**config.mk**
```make
export PLATFORM = sky130hd
export DESIGN_NAME = mem_port_arbiter
export DESIGN_NICKNAME = d
export VERILOG_FILES = /design/src/rtl/mem_port_arbiter_pkg.sv /design/src/rtl/mem_port_arbiter_watchdog.sv /design/src/rtl/mem_port_arbiter.sv
export SDC_FILE = /design/constraint.sdc
export NUM_CORES = 1
export LEC_CHECK = 0
export CAP_MARGIN = 20
export CORE_UTILIZATION = 43
export CTS_CLUSTER_DIAMETER = 40
export CTS_CLUSTER_SIZE = 20
export DETAILED_ROUTE_END_ITERATION = 8
export PLACE_DENSITY = 0.85
export REMOVE_ABC_BUFFERS = 1
export SLEW_MARGIN = 20
export SYNTH_ARGS = -nofsm -noshare
export SYNTH_HDL_FRONTEND = slang
export SYNTH_SLANG_ARGS = --single-unit
```
**constraint.sdc**
```tcl
create_clock -name clk -period 3.8 [get_ports clk]
set_input_delay 0.38 -clock clk [delete_from_list [all_inputs] [get_ports clk]]
set_output_delay 0.38 -clock clk [all_outputs]
set_load 0.02 [all_outputs]
```
**src/rtl/mem_port_arbiter_pkg.sv**
```systemverilog
// Shared types for the IF/MEM memory-port arbiter: FSM states, grant owner,
// and the round-robin tie-break rule.
package mem_port_arbiter_pkg;

  typedef enum logic [1:0] {
    ARB_IDLE = 2'd0,
    ARB_IF   = 2'd1,
    ARB_MEM  = 2'd2
  } arb_state_e;

  typedef enum logic {
    GNT_IF  = 1'b0,
    GNT_MEM = 1'b1
  } grant_e;

  // MEM wins a tie unless it also won the previous grant.
  function automatic logic mem_wins(input logic if_want, input logic mem_want,
                                    input grant_e last);
    return mem_want && (!if_want || last == GNT_IF);
  endfunction

endpackage

```
**src/rtl/mem_port_arbiter_watchdog.sv**
```systemverilog
// Saturating wait counter for an outstanding bus transaction; flags the cycle
// in which the TIMEOUT_CYCLES-th wait cycle is being spent.
module mem_arb_watchdog #(
  parameter int TIMEOUT_CYCLES = 255
) (
  input  logic clk,
  input  logic rst,
  input  logic clear,
  input  logic enable,
  output logic expired
);

  localparam int CW = (TIMEOUT_CYCLES > 0) ? $clog2(TIMEOUT_CYCLES + 1) : 1;
  localparam logic [CW-1:0] LIMIT = CW'(TIMEOUT_CYCLES);
  localparam logic [CW-1:0] LAST  = CW'(TIMEOUT_CYCLES - 1);

  logic [CW-1:0] cnt;

  always_ff @(posedge clk) begin
    if (!rst || clear)                cnt <= '0;
    else if (enable && cnt != LIMIT) cnt <= cnt + 1'b1;
  end

  assign expired = (TIMEOUT_CYCLES != 0) && enable && (cnt == LAST);

endmodule

```
**src/rtl/mem_port_arbiter.sv**
```systemverilog
// Shares one memory port between instruction fetch (read-only) and the MEM
// stage; one grant at a time, held until the memory reports completion.
module mem_port_arbiter
  import mem_port_arbiter_pkg::*;
#(
  parameter int ADDR_W         = 32,
  parameter int DATA_W         = 32,
  parameter int TIMEOUT_CYCLES = 255
) (
  input  logic              clk,
  input  logic              rst,
  input  logic              if_req_i,
  input  logic [ADDR_W-1:0] if_addr_i,
  output logic              if_busy_o,
  output logic              if_done_o,
  output logic [DATA_W-1:0] if_data_o,
  input  logic              mem_req_i,
  input  logic              mem_we_i,
  input  logic [ADDR_W-1:0] mem_addr_i,
  input  logic [DATA_W-1:0] mem_wdata_i,
  input  logic [3:0]        mem_wmask_i,
  output logic              mem_busy_o,
  output logic              mem_done_o,
  output logic [DATA_W-1:0] mem_data_o,
  output logic              err_o,
  output logic              bus_req_o,
  output logic              bus_we_o,
  output logic [ADDR_W-1:0] bus_addr_o,
  output logic [DATA_W-1:0] bus_wdata_o,
  output logic [3:0]        bus_wmask_o,
  input  logic [DATA_W-1:0] bus_rdata_i,
  input  logic              bus_done_i
);

  arb_state_e        state, state_nxt;
  grant_e            last_grant, last_grant_nxt;
  logic              if_done_nxt, mem_done_nxt, err_nxt, bus_req_nxt, bus_we_nxt;
  logic [DATA_W-1:0] if_data_nxt, mem_data_nxt, bus_wdata_nxt;
  logic [ADDR_W-1:0] bus_addr_nxt;
  logic [3:0]        bus_wmask_nxt;
  logic              grant, expired, if_want, mem_want;

  // A requester still holds req during its own done cycle; don't regrant it.
  assign if_want  = if_req_i  & ~if_done_o;
  assign mem_want = mem_req_i & ~mem_done_o;

  assign if_busy_o  = (state != ARB_IDLE);
  assign mem_busy_o = (state != ARB_IDLE);

  mem_arb_watchdog #(.TIMEOUT_CYCLES(TIMEOUT_CYCLES)) u_wdog (
    .clk     (clk),
    .rst     (rst),
    .clear   (grant),
    .enable  (state != ARB_IDLE),
    .expired (expired)
  );

  always_comb begin
    state_nxt      = state;
    last_grant_nxt = last_grant;
    if_done_nxt    = 1'b0;
    mem_done_nxt   = 1'b0;
    err_nxt        = 1'b0;
    if_data_nxt    = if_data_o;
    mem_data_nxt   = mem_data_o;
    bus_req_nxt    = bus_req_o;
    bus_we_nxt     = bus_we_o;
    bus_addr_nxt   = bus_addr_o;
    bus_wdata_nxt  = bus_wdata_o;
    bus_wmask_nxt  = bus_wmask_o;
    grant          = 1'b0;
    case (state)
      ARB_IDLE: begin
        if (if_want || mem_want) begin
          grant       = 1'b1;
          bus_req_nxt = 1'b1;
          if (mem_wins(if_want, mem_want, last_grant)) begin
            state_nxt      = ARB_MEM;
            last_grant_nxt = GNT_MEM;
            bus_we_nxt     = mem_we_i;
            bus_addr_nxt   = mem_addr_i;
            bus_wdata_nxt  = mem_wdata_i;
            bus_wmask_nxt  = mem_wmask_i;
          end else begin
            state_nxt      = ARB_IF;
            last_grant_nxt = GNT_IF;
            bus_we_nxt     = 1'b0;
            bus_addr_nxt   = if_addr_i;
            bus_wdata_nxt  = '0;
            bus_wmask_nxt  = 4'b0000;
          end
        end
      end
      ARB_IF, ARB_MEM: begin
        // A real completion wins over a watchdog expiry in the same cycle.
        if (bus_done_i || expired) begin
          state_nxt   = ARB_IDLE;
          bus_req_nxt = 1'b0;
          err_nxt     = ~bus_done_i;
          if (state == ARB_IF) begin
            if_done_nxt = 1'b1;
            if (bus_done_i) if_data_nxt = bus_rdata_i;
          end else begin
            mem_done_nxt = 1'b1;
            if (bus_done_i && !bus_we_o) mem_data_nxt = bus_rdata_i;
          end
        end
      end
      default: begin
        state_nxt   = ARB_IDLE;
        bus_req_nxt = 1'b0;
      end
    endcase
  end

  always_ff @(posedge clk) begin
    if (!rst) begin
      state       <= ARB_IDLE;
      last_grant  <= GNT_IF;
      if_done_o   <= 1'b0;
      mem_done_o  <= 1'b0;
      err_o       <= 1'b0;
      if_data_o   <= '0;
      mem_data_o  <= '0;
      bus_req_o   <= 1'b0;
      bus_we_o    <= 1'b0;
      bus_addr_o  <= '0;
      bus_wdata_o <= '0;
      bus_wmask_o <= 4'b0000;
    end else begin
      state       <= state_nxt;
      last_grant  <= last_grant_nxt;
      if_done_o   <= if_done_nxt;
      mem_done_o  <= mem_done_nxt;
      err_o       <= err_nxt;
      if_data_o   <= if_data_nxt;
      mem_data_o  <= mem_data_nxt;
      bus_req_o   <= bus_req_nxt;
      bus_we_o    <= bus_we_nxt;
      bus_addr_o  <= bus_addr_nxt;
      bus_wdata_o <= bus_wdata_nxt;
      bus_wmask_o <= bus_wmask_nxt;
    end
  end

endmodule

```
==> out/results.ini, run 1 <==
[layout]
drive_gt1_share_pct = 6.39
multi_input_area_um2 = 2380
fill_cells = 910
antenna_cells = 0
ff_latch_area_um2 = 2960
syn2layout_area_growth_pct = 61.7
fin_nets = 959
final_util_pct = 71.3

[floorplan]
fp.dieH_um = 116
die_x_um = 116
start_util_pct = 44.1
core-area_um2 = 12600
die_area_um2 = 13400
pin_count = 277
rows = 41

[synthesis]
synth-simple-area-share_pct = 12.6
yosys_warnings = 0
syn_area_um2 = 5570
yosys.area_share.xor_xnor_pct = 0.629
ys_ff_latch = 148
synth.most_common_cell = dfxtp_1
seq_area_frac_synth_pct = 53.2
synth-compound-area-share_pct = 22.7
syn_inst = 557
synth_top_cell_area_share_pct = 53.2
synth_edf_count = 0
yosys.cell_types.count = 40
synth_top_area_cell = dfxtp_1
synth-adder-area-share_pct = 0.899
ys_async_sr_fraction_pct = 0
synth_top_cells_by_area = dfxtp_1, nand2_1, a21boi_1
synth_mux_area_share_pct = 5.75
avgSynthCellArea_um2 = 9.99
synth_top_flop_cell = dfxtp_1
synth_top_family_by_area = compound AO/OA/AOI/OAI gates
synth_commonest_cells = dfxtp_1, nand2_1, a21boi_1

[clock_tree]
clk_latency_ns = 0.41
clockRootBuffer = clkbuf_16
clk_path_buf_depth = 2
clk_pin_slew_ns = 0.06
cts_hold_buffers = 0
cts_tree = built
numClockSinks = 148
cts_buffers = 17
post_cts_resized = 0
post_cts_buffers = 0
cts_max_level = 4

[run]
maxCapViolCount = 0

[worst_setup_path]
arrival_ns = 2.06
slowest_delay_ns = 0.64
cp_top_family = buffers and inverters
cp_slowest_cell = clkdlybuf4s50_1
path_class = flip-flop to output port
crit_buf_inv = 3
crit_fanout = 9
setup.worst_path.end_class = output port
crit_top_cell = inv_1
crit_required_ns = 3.42
critPathLaunchType = flip-flop
cp_cell_sequence = inv_1 -> ha_1 -> inv_1 -> clkdlybuf4s50_1

[route]
wl_um = 17100
ant_nets = 0
viasPerCell = 5.18
wire_per_inst_um = 17.0
num_vias = 5186
drt_pass1_iterations = 5
drt_iter0_markers = 373
drc_errors = 0

[sta]
max_freq_mhz = 410
rsz0062_at_grt = false
hold-worst-slack_ns = 0.343
min_period_ns = 2.44
hold_viol = 0
fin_crit_sh_pct = 64.3
fin_tns_setup_ns = 0
finalSetupViolCount = 0
setup_ws_ns = 1.36
slew_headroom_pct = 47.3
drv_slew = 0
finClkSkew_ns = 0.00735
worst_pin_slew_ns = 0.791

[grt]
grt_pass1_wl_um = 25200
grt_pass1_vias = 5122
antenna_found_initial = 0
grt_usage_pct = 24.6
grt_overflow = 0
grt_max_degree = 62

[pwr]
seq_power_share_pct = 38.7
power.total_mw = 4.77
netSwitchingFraction_pct = 31.0
powerDensity_nw_per_um2 = 530
combPwrFrac_pct = 27.2
ir_worst_vdd_mv = 0.306
p_sw_mw = 1.48
leakage_nw = 3.33
p_clk_share_pct = 34.0
intPower_mw = 3.29

[place]
place_ws_ns = 1.26
dp_hpwl_um = 12200
io_buffers = 276
gp_congestion = 0.791

[outcome]
outcome = completed

[worst_hold_path]
min-delay-path-class = primary input to flip-flop

[state kept, by name, indices dropped and copies added (netlist names), 2 cells and up]
register and flops:
bus_addr_o 32, bus_wdata_o 32, bus_wmask_o 4, if_data_o 32
mem_data_o 32, state 2, u_wdog.cnt 8
[layout by cell type, fill, tap and decap left out, types with 3 or more instances in the layout]
master,count
nand2_1,133
clkbuf_16,17
and3_1,3
ha_1,4
nor2_1,10
a21oi_1,5
inv_6,7
a21boi_1,49
dfxtp_1,148
mux2i_1,32
clkdlybuf4s50_1,275
buf_4,7
nand4_1,3
inv_1,7
a21o_1,3
nand3_1,5
o2bb2ai_1,32
a22o_1,37
a21boi_0,15
[per-stage QoR]
stage	cell area (um2)	instances
6_report	9000	1002
5_1_grt	9000	1002
4_1_cts	9000	1002
3_5_place_dp	8420	970
3_3_place_gp	8390	969
2_1_floorplan	5360	514
[worst paths after layout]
path	from	to	slack, ns	cells after the start
max	state[0]	if_busy_o	1.36	4
min reg2reg	mem_data_o[19]	mem_data_o[19]	0.45	2
min	rst	if_data_o[30]	0.34	2
max reg2reg	state[0]	bus_addr_o[15]	1.36	6
[area by class of cell]
cell class / instances / area share, %
multi-input combinational: 359 / 26.4
clock inverter: 14 / 1.56
clock buffer: 18 / 4.88
timing repair buffer: 284 / 31.5
tap: 172 / 2.39
inverter: 7 / 0.292
sequential: 148 / 32.9
[kinds of logic after synthesis]
| kind of cell | count (synthesis) |
|---|---|
| DFF | 148 |
| and+or+nand+nor | 165 |
| AOI/OAI and AO/OA | 154 |
| muxes | 32 |
| xor gates and xnor gates | 4 |
| adders and majority gates | 4 |
| buffers and inverters | 50 |
[power groups by stage]
stage | logic (mW) | registers [mW] | clock network (mW)
2_1_floorplan | 0.402 | 2.08 | 0
3_3_place_gp | 1.25 | 1.87 | 0
3_5_place_dp | 1.29 | 1.87 | 0
4_1_cts | 1.30 | 1.85 | 1.66
5_1_grt | 1.37 | 1.87 | 1.73
6_report | 1.30 | 1.85 | 1.62
[metal layers]
layer | global-route usage, % | vias up | part of all wire [%]
met4 | 9.83 | 0 | 2.0
met3 | 8.21 | 30 | 6.8
met5 | 0 | - | 0
met1 | 26.5 | 2480 | 38
li1 | - | 2465 | -
met2 | 44.3 | 211 | 53
[worst reg2reg max path, delay by kind of cell (launching register included)]
kind,cells,cell delay (ns)
buffers and inverters,3,0.77
adders and majority gates,1,0.32
AOI/OAI and AO/OA,2,0.88
DFF,1,0.41
(Power assumes the default switching activity.)
==> run 2, diff against run 1 <==
--- a/config.mk
+++ b/config.mk
@@ -6,11 +6,11 @@
 export NUM_CORES = 1
 export LEC_CHECK = 0
 export CAP_MARGIN = 20
-export CORE_UTILIZATION = 43
+export CORE_UTILIZATION = 40
 export CTS_CLUSTER_DIAMETER = 40
 export CTS_CLUSTER_SIZE = 20
 export DETAILED_ROUTE_END_ITERATION = 8
-export PLACE_DENSITY = 0.85
+export PLACE_DENSITY = 0.8
 export REMOVE_ABC_BUFFERS = 1
 export SLEW_MARGIN = 20
 export SYNTH_ARGS = -nofsm -noshare
==> constraint.sdc (replaced) <==
create_clock -name clk -period 2.4 [get_ports clk]
set_input_delay 0.24 -clock clk [delete_from_list [all_inputs] [get_ports clk]]
set_output_delay 0.24 -clock clk [all_outputs]
set_load 0.02 [all_outputs]
==> out/results.ini, run 2 (synthesis gave the netlist of run 1 again) <==
[grt]
grt_pass1_wl_um = 26800
antenna_found_initial = 1
grt_pass1_vias = 5198
grt_overflow = 0
grt_usage_pct = 24.0
grt_max_degree = 66

[worst_setup_path]
cp_cell_sequence = inv_1 -> ha_1 -> inv_1 -> clkdlybuf4s50_1
cp.depth = 4
crit_fanout = 9
setup.worst_path.end_class = output port
arrival_ns = 2.00
rr_worst_depth = 6
critPathLaunchType = flip-flop
path_class = flip-flop to output port
cp_top_family = buffers and inverters
crit_required_ns = 2.16
slowest_delay_ns = 0.64
crit_buf_inv = 3
crit_top_cell = inv_1
cp_slowest_cell = clkdlybuf4s50_1

[route]
drc_errors = 0
wl_um = 17000
drt_iter0_markers = 377
wire_per_inst_um = 16.9
ant_nets = 0
drt_pass1_iterations = 4
num_vias = 5056
viasPerCell = 5.02

[layout]
drive_gt1_share_pct = 6.14
fin_nets = 960
layout_common_cells = clkdlybuf4s50_1, dfxtp_1, nand2_1
fill_cells = 1001
final_common_cell = clkdlybuf4s50_1
final_util_pct = 67.2
syn2layout_area_growth_pct = 61.8

[clock_tree]
cts_tree = built
cts_buffers = 17
post_cts_buffers = 0
cts_hold_buffers = 0
clk_path_buf_depth = 2
numClockSinks = 148
clk_latency_ns = 0.42
clockRootBuffer = clkbuf_16
post_cts_resized = 0
cts_max_level = 4
clk_pin_slew_ns = 0.06

[sta]
hold_viol = 0
rsz0062_at_grt = false
finalSetupViolCount = 0
min_period_ns = 2.24
slew_headroom_pct = 63.3
finClkSkew_ns = 0.00854
max_freq_mhz = 446
fin_crit_sh_pct = 93.4
drv_slew = 0
hold-worst-slack_ns = 0.155
worst_pin_slew_ns = 0.547

[pwr]
powerDensity_nw_per_um2 = 835
power.total_mw = 7.52
ir_worst_vdd_mv = 0.533
leakage_nw = 3.33

[place]
gp_congestion = 0.833
dp_hpwl_um = 12300
io_buffers = 276

[floorplan]
start_util_pct = 41.5
core-area_um2 = 13400
die_area_um2 = 14400
pin_count = 277
die_x_um = 120
rows = 42
fp.dieH_um = 120

[worst_hold_path]
min_path_cells = 2
min-delay-path-class = primary input to flip-flop

[run]
maxCapViolCount = 0

[outcome]
outcome = completed

==> run 2: cell types whose count changed in the layout (fill, tap and decap cells not counted), moves of 2 or more <==
cell and change:
inv_6 -5, clkinv_2 +4, buf_12 +2, clkbuf_1 +2
==> run 2: power by group <==
part	switching [mW]	internal, mW	total (mW)	leakage [nW]
logic	1.06	0.987	2.05	1.85
clock network	1.02	1.53	2.55	0.273
registers	0.170	2.76	2.93	1.21
==> run 2: path summary, 6_finish.rpt <==
kind,startpoint,to,slack (ns)
worst max-delay path,state[0],if_busy_o,0.16
worst min register to register,if_data_o[16],if_data_o[16],0.45
worst min-delay path,rst,bus_req_o,0.15
worst max register to register,state[0],bus_wmask_o[0],0.49
==> run 2: worst reg2reg max path, delay by kind of cell (launching register included) <==
kind | cells | cell delay (ns)
compound gates | 2 | 0.64
buf+inv | 3 | 0.48
flops | 1 | 0.34
fa+ha+maj | 1 | 0.34
==> run 2: cell type report <==
cell class                      count  area (um2)  share of cell area (%)
Sequential cell                   148        2960                    32.9
Timing Repair Buffer              285        2850                    31.6
Multi-Input combinational cell    359        2380                    26.4
Clock buffer                       19         433                    4.81
Tap cell                          176         220                    2.45
Clock inverter                     13         134                    1.49
Inverter                            7        26.3                   0.292
Antenna cell                        1        2.50                  0.0278
==> run 2: per-layer routing <==
metal  wire length (um)  global-route usage, %  vias up
li1                   -                      -     2469
met1               6580                   26.4     2382
met2               9010                   42.9      175
met3               1050                   6.99       30
met4                394                   9.45        0
met5                  0                      0        -
==> run 2: through the flow <==
| stage | TNS, ns | setup WS, ns | instance area (um2) | instances |
|---|---|---|---|---|
| final | 0 | 0.159 | 9010 | 1008 |
| after global routing | 0 | 0.0623 | 9010 | 1008 |
| after CTS | 0 | 0.137 | 9000 | 1007 |
| after detailed placement | 0 | 0.457 | 8440 | 975 |
| after global placement | 0 | 0.494 | 8440 | 975 |
| after floorplan | -15.98 | -0.273 | 5360 | 514 |
